`src/rtl/alu_share_arbiter.sv`:
```
// alu_share_arbiter
//   Shares one external combinational integer ALU between two requesters
//   (0 = core execute path, 1 = auxiliary unit). Operations are accepted over
//   valid/ready with round-robin arbitration. The winner's ALUOp/funct is
//   decoded into the ALU's 3-bit control plus a subtract flag. Operands and
//   control are registered into the ALU, and the result returns on a single
//   response channel that carries the requester ID.
//
// Ports
//   clk, rst_n      clock (rising edge), asynchronous active-low reset
//   req_valid[1:0]  requester N has an operation pending
//   req_ready[1:0]  requester N granted this cycle (one-hot or zero)
//   req_aluop[5:0]  ALUOp of requester N at [3N+2:3N]
//   req_funct[7:0]  {funct7[5], funct3} of requester N at [4N+3:4N]
//   req_a, req_b    operands of requester N at [N*XLEN +: XLEN]
//   alu_ctrl/sub    registered ALU control and subtract flag
//   alu_a, alu_b    registered ALU operands
//   alu_y           combinational ALU result
//   rsp_valid/ready response handshake
//   rsp_id          requester that issued the response
//   rsp_data        captured ALU result
//   busy            arbiter is not idle
module alu_share_arbiter #(
    parameter int XLEN = 32
) (
    input  logic              clk,
    input  logic              rst_n,
    input  logic [1:0]        req_valid,
    output logic [1:0]        req_ready,
    input  logic [5:0]        req_aluop,
    input  logic [7:0]        req_funct,
    input  logic [2*XLEN-1:0] req_a,
    input  logic [2*XLEN-1:0] req_b,
    output logic [2:0]        alu_ctrl,
    output logic              alu_sub,
    output logic [XLEN-1:0]   alu_a,
    output logic [XLEN-1:0]   alu_b,
    input  logic [XLEN-1:0]   alu_y,
    output logic              rsp_valid,
    input  logic              rsp_ready,
    output logic              rsp_id,
    output logic [XLEN-1:0]   rsp_data,
    output logic              busy
);

    typedef enum logic [1:0] {IDLE, EXEC, RESP} state_t;

    state_t      state;
    state_t      state_nxt;
    logic        rr;
    logic        winner;
    logic        grant_ok;
    logic [1:0]  grant;
    logic [2:0]  win_aluop;
    logic [3:0]  win_funct;
    logic [3:0]  win_dec;

    // Returns {ctrl, sub}. Every encoding falls through to a defined value,
    // so the ALU never sees X.
    function automatic logic [3:0] decode(input logic [2:0] aluop, input logic [3:0] funct);
        logic [3:0] d;
        d = 4'b000_0;
        if (aluop == 3'b000 || aluop == 3'b001) begin
            case (funct[2:0])
                3'b000:  d = {3'b000, (aluop == 3'b000) & funct[3]};
                3'b001:  d = 4'b110_0;
                3'b010,
                3'b011:  d = 4'b001_1;
                3'b100:  d = 4'b100_0;
                3'b101:  d = funct[3] ? 4'b101_0 : 4'b111_0;
                3'b110:  d = 4'b011_0;
                default: d = 4'b010_0;
            endcase
        end else if (aluop == 3'b100) begin
            d = 4'b000_1;
        end
        return d;
    endfunction

    // Grants are possible in IDLE or in the response handshake cycle; held
    // off while reset is asserted so req_ready never pulses during reset.
    always_comb begin
        grant_ok  = rst_n && ((state == IDLE) || (state == RESP && rsp_ready));
        // Contention goes to rr; a lone requester always wins.
        winner    = (&req_valid) ? rr : ~req_valid[0];
        grant     = (grant_ok && (|req_valid)) ? (winner ? 2'b10 : 2'b01) : 2'b00;
        win_aluop = winner ? req_aluop[5:3] : req_aluop[2:0];
        win_funct = winner ? req_funct[7:4] : req_funct[3:0];
        win_dec   = decode(win_aluop, win_funct);
    end

    // State register.
    // NOTE: sequential state uses non-blocking assignments so every flop
    // samples pre-edge values regardless of process ordering.
    always_ff @(posedge clk or negedge rst_n) begin
        if (!rst_n) state <= IDLE;
        else        state <= state_nxt;
    end

    // Next-state logic.
    // NOTE: the default assignment first keeps every path assigned, so no
    // latch is inferred.
    always_comb begin
        state_nxt = state;
        case (state)
            IDLE:    if (|grant) state_nxt = EXEC;
            EXEC:    state_nxt = RESP;
            RESP:    if (rsp_ready) state_nxt = (|grant) ? EXEC : IDLE;
            default: state_nxt = IDLE;
        endcase
    end

    // Outputs decoded from state and the grant.
    always_comb begin
        req_ready = grant;
        rsp_valid = (state == RESP);
        busy      = (state != IDLE);
    end

    // Datapath: operands and control latch at grant and hold until the next
    // grant; the ALU result is captured during EXEC.
    always_ff @(posedge clk or negedge rst_n) begin
        if (!rst_n) begin
            rr       <= 1'b0;
            rsp_id   <= 1'b0;
            rsp_data <= '0;
            alu_ctrl <= 3'b000;
            alu_sub  <= 1'b0;
            alu_a    <= '0;
            alu_b    <= '0;
        end else begin
            if (|grant) begin
                rr       <= ~winner;
                rsp_id   <= winner;
                alu_ctrl <= win_dec[3:1];
                alu_sub  <= win_dec[0];
                alu_a    <= winner ? req_a[2*XLEN-1:XLEN] : req_a[XLEN-1:0];
                alu_b    <= winner ? req_b[2*XLEN-1:XLEN] : req_b[XLEN-1:0];
            end
            if (state == EXEC) rsp_data <= alu_y;
        end
    end

endmodule

```
`config.mk`:
```
export PLATFORM = sky130hd
export DESIGN_NAME = alu_share_arbiter
export DESIGN_NICKNAME = d
export VERILOG_FILES = /design/src/rtl/alu_share_arbiter.sv
export SDC_FILE = /design/constraint.sdc
export NUM_CORES = 1
export LEC_CHECK = 0
export CAP_MARGIN = 20
export CORE_MARGIN = 1.5
export CORE_UTILIZATION = 41
export DETAILED_ROUTE_END_ITERATION = 6
export GPL_TIMING_DRIVEN = 0
export PLACE_DENSITY = 0.87
export SLEW_MARGIN = 20
export SYNTH_ARGS = -nofsm -noshare
export SYNTH_HDL_FRONTEND = slang
export SYNTH_SLANG_ARGS = --single-unit
```
`constraint.sdc`:
```
create_clock -name clk -period 2.7 [get_ports clk]
set_input_delay 0.27 -clock clk [delete_from_list [all_inputs] [get_ports clk]]
set_output_delay 0.27 -clock clk [all_outputs]
set_load 0.005 [all_outputs]
```
---- Word-level counts from Yosys, hierarchy flattened ----
Index checks and enable logic that the tools add are counted.
word-level totals
  bits in registers ....................... 104
  bits of input ports ..................... 179
  output and inout bits ................... 105
operators by class
  eq/ne operators ......................... 12
  multiplexer cells ....................... 15
  bitwise operators ....................... 3
  reduce and logical (&&, ||, !) cells .... 14
operators by type and width
  operator            count
  $mux 32             2
  $pmux 4 s6          1
  $eq 3x3->1 const B  4
  $mux 2              4
  $mux 4              2
  $eq 3x1->1 const B  2
  $eq 3x2->1 const B  2
  $logic_not 3->1     2
  $mux 3              2
  $pmux 2 s3          1
  $reduce_or 2->1     3
  $ne 2x1->1 const B  2
  $reduce_and 2->1    2
  $logic_and 1x1->1   3
  $mux 1              3
  $eq 2x1->1 const B  1
  $eq 2x2->1 const B  1
  $logic_not 2->1     1
  $logic_or 1x1->1    2
  $not 1->1           2
  $reduce_bool 2->1   1
  $and 1x1->1         1

---- Logic depth before layout (Yosys ltp) ----
  depth in word-level cells ............... 10
  gate-level depth with buffers ........... 7
  depth with buffers taken out ............ 4

---- Least setup slack after synthesis ----
OpenSTA, ideal clock, no wires.
  kind .................................... register -> register
  start point ............................. register state[1]
  end point ............................... register rr
  library setup time ...................... 125 ps
  arrival ................................. 1181 ps
  data required time ...................... 2575 ps
  setup slack ............................. 1394 ps
  stages on the path, launching flop included .. 6
  cell sequence ........................... dfrtp_1 nand2b_1 and4bb_1 buf_6 buf_6 mux2_4
between the ends
  longest elaborated chain between the ends .. 7
  elaborated cells on any way between the ends .. 8
  classes of those cells .................. eq/ne (1); mux (1); reduce/logical (6)
RTL lines
  item                    line  text
  start, declared         48    state_t state;
  start signal, assigned  97    else state <= state_nxt;
  $eq 2x2->1              83    grant_ok = rst_n && ((state == IDLE) || (state == RESP && rsp_ready));
  $logic_and 1x1->1       83
  $logic_or 1x1->1 (*)    83
  $logic_and 1x1->1 (*)   83
  $logic_and 1x1->1 (*)   86    grant = (grant_ok && (|req_valid)) ? (winner ? 2'b10 : 2'b01) : 2'b00;
  $mux 2 (*)              86
  $reduce_or 2->1 (*)     132   if (|grant) begin
  end signal, assigned    133   rr <= ~winner;
  end, declared           50    logic rr;
Every way passes the cells marked *; elsewhere a longest branch is shown, timed or not.
A chain may end at the register's enable or synchronous reset.

---- Worst setup path in the final report ----
  start point ............................. input port req_valid[1]
  end point ............................... output port req_ready[0]
between the ends
  longest elaborated chain between the ends .. 4
  elaborated cells on any way between the ends .. 6
  classes of those cells .................. mux (3); reduce/logical (3)
RTL lines
  item              line  text
  start, declared   28    input logic [1:0] req_valid,
  $reduce_and 2->1  85    winner = (&req_valid) ? rr : ~req_valid[0];
  $mux 1            85
  $mux 2            86
  $mux 2 (*)        86
  end, declared     29    output logic [1:0] req_ready,
Marks and branches as above.

==> out/results.ini <==
[route]
vias=4298
drt_wl_total_microns=15400
ant_nets=0
drt-initial-drc-count=178
viasPerCell=5.068
dr.pass1.iters=4
post-route-drc-count=0
post_drt_wl_per_cell_microns=18.16

[critical_path]
crit_required_ns=2.43
cp-end-kind=primary output
worstPathCellList=clkdlybuf4s50_1 -> nor2_1 -> and4bb_1 -> buf_6 -> buf_4 -> and2_1 -> clkdlybuf4s50_1
crit_buf_inv=4
critPathMaxStageDelay_ns=0.51
r2r_setup_slack_ns=1.21
critPathLaunchType=input port
crit_top_cell=clkdlybuf4s50_1
arrival_ns=2.03
critPathTopFamily=buffers and inverters
path_max_fanout=10
crit_type=input port to primary output
slowest_stage=clkdlybuf4s50_1

[synth]
synth_nets=582
ys_async_sr_fraction_pct=100.0
ys_types=31
synth-seq-cells=104
synth_edf_count=0
synthFlopType=dfrtp_1
ys_seq_area_share_pct=54.24
synthesis.area_sq_um=4798
yosysWarnings=0
postSynthAreaPerCell_sq_um=11.91
synth_cells=403

[floorplan]
core_sq_um=11420
initial_core_util_pct=42.02
pin_count=284
fp.dieW_microns=111.2
die_y_microns=111.2
dieArea_sq_um=12360
rows=39

[global_routing]
antenna_found_initial=0
track_usage_pct=25.28
grt_pass1_vias=4708
grt_max_degree=53
grt_pass1_wl_microns=24700
grt_overflow=0

[cts]
clock_path_buffers=2
ctsResizeCount=0
root_buffer=clkbuf_16
clk_pin_slew_worst_paths_ns=0.07
cts_setup_buffers=0
cts_hold_buf=3
clock-sinks=104
cts_max_level=3
cts_tree=yes
worstSkewPairLatency_ns=0.34
cts-buffers-inserted=9

[finish]
fin_util_pct=72.31
drive_gt1_share_pct=15.89
regArea_sq_um=2603
multi_input_area_sq_um=1971
nets=880
area_growth_pct=72.07
final_common_cell=clkdlybuf4s50_1
diodes=0
fill_cells=805
mostFrequentLayoutCells=282 x clkdlybuf4s50_1, 104 x dfrtp_1, 73 x nor2_1

[timing]
fin_crit_ns=2.305
slew_headroom_pct=82.14
drv_slew=0
hold_viol=0
fin_crit_sh_pct=85.36
fmax_mhz=433.9
fin_worst_skew_ns=0.01237
rsz0062_at_grt=false
hold-worst-slack_ns=0.006779
tightest_slew_ns=0.2638
setup_viol=0

[min_path]
holdCritPathClass=input port to async pin

[placed_design]
gp_congestion=0.7954
io_buffer_count=283
dp_hpwl_microns=11870

[power]
p_leak_nw=3.409
ir_drop_uv=486.5
power-per-cell-area_nw_per_um2=729.5

[outcome]
status=finished clean

[job]
drv_cap=0

==> power breakdown <==
group	internal, W	total, W	switching (W)	leakage [nW]
clock network	0.000903	0.00147	0.000563	0.159
logic	0.00146	0.00228	0.000819	2.08
registers	0.00202	0.00228	0.000263	1.17
==> flip-flops by register name (all words and copies together) (netlist names) <==
signal and cells:
alu_a 32, rr 1, alu_ctrl 3, rsp_id 1
alu_sub 1, alu_b 32, state 2, rsp_data 32
==> synth_stat cells (all sizes together) (2+ instances only) <==
library cell / count / area [sq um]
nand2: 6 / 22.52
clkbuf: 5 / 37.54
dfrtp: 104 / 2603
mux2i: 64 / 640.6
o22a: 2 / 17.52
buf: 23 / 187.7
a21oi: 68 / 452.9
nand2b: 3 / 18.77
xor2: 2 / 17.52
o21a: 2 / 15.01
nor2b: 4 / 25.02
nor2: 73 / 274.0
mux2: 33 / 375.4
==> worst register-to-register path, cell delays in order (launching register included) <==
cell	delay (ns)
dfrtp_1	0.39
a21boi_2	0.13
buf_6	0.16
clkbuf_4	0.28
mux2i_1	0.29
a21oi_1	0.12
==> layout make-up <==
| class | instances | area share [%] |
|---|---|---|
| multi-input cells | 271 | 23.87 |
| plain buffers | 28 | 2.728 |
| repair buffers | 287 | 35.66 |
| clock buffers | 10 | 2.773 |
| flip-flops and latches | 104 | 31.52 |
| clock inverters | 5 | 1.288 |
| well taps | 143 | 2.167 |
==> cells by family after synthesis <==
kind of cell	share of synthesized area (%)
DFF	54.24
muxes	21.17
and+or+nand+nor	8.240
AOI/OAI and AO/OA	11.29
buffers and inverters	4.694
xor gates and xnor gates	0.3651
==> routing by layer <==
| layer | wire length [microns] | track usage (%) | vias up |
|---|---|---|---|
| met5 | 0 | 0 | - |
| met4 | 544 | 11.14 | 0 |
| met3 | 1102 | 6.452 | 43 |
| met2 | 7954 | 45.03 | 219 |
| met1 | 5795 | 28.49 | 2042 |
| li1 | - | - | 1994 |
==> through the flow <==
stage,instance area (sq um),power (W),std cells,TNS [ns],worst slack [ns]
2_1_floorplan,4798,0.003082,403,0,1.394
3_3_place_gp,7810,0.004465,829,-460.66,-3.258
3_5_place_dp,7839,0.004568,830,0,0.1787
4_1_cts,8257,0.006062,848,0,0.3913
5_1_grt,8257,0.006336,848,0,0.2982
6_report,8257,0.006023,848,0,0.3952
==> worst paths after layout <==
check,from,to,depth (start not counted)
min in group clk,alu_ctrl[2]$_DFFE_PN0P_,alu_ctrl[2]$_DFFE_PN0P_,1
hold reg to reg,alu_ctrl[2]$_DFFE_PN0P_,alu_ctrl[2]$_DFFE_PN0P_,1
setup / recovery,req_valid[1],req_ready[0],7
max in group asynchronous,rst_n,alu_ctrl[0]$_DFFE_PN0P_,3
hold / removal,rst_n,rsp_data[18]$_DFFE_PN0N_,3
setup reg to reg,rr$_DFFE_PN0P_,alu_b[31]$_DFFE_PN0P_,5
No activity file was read; power rests on OpenSTA's default activity.
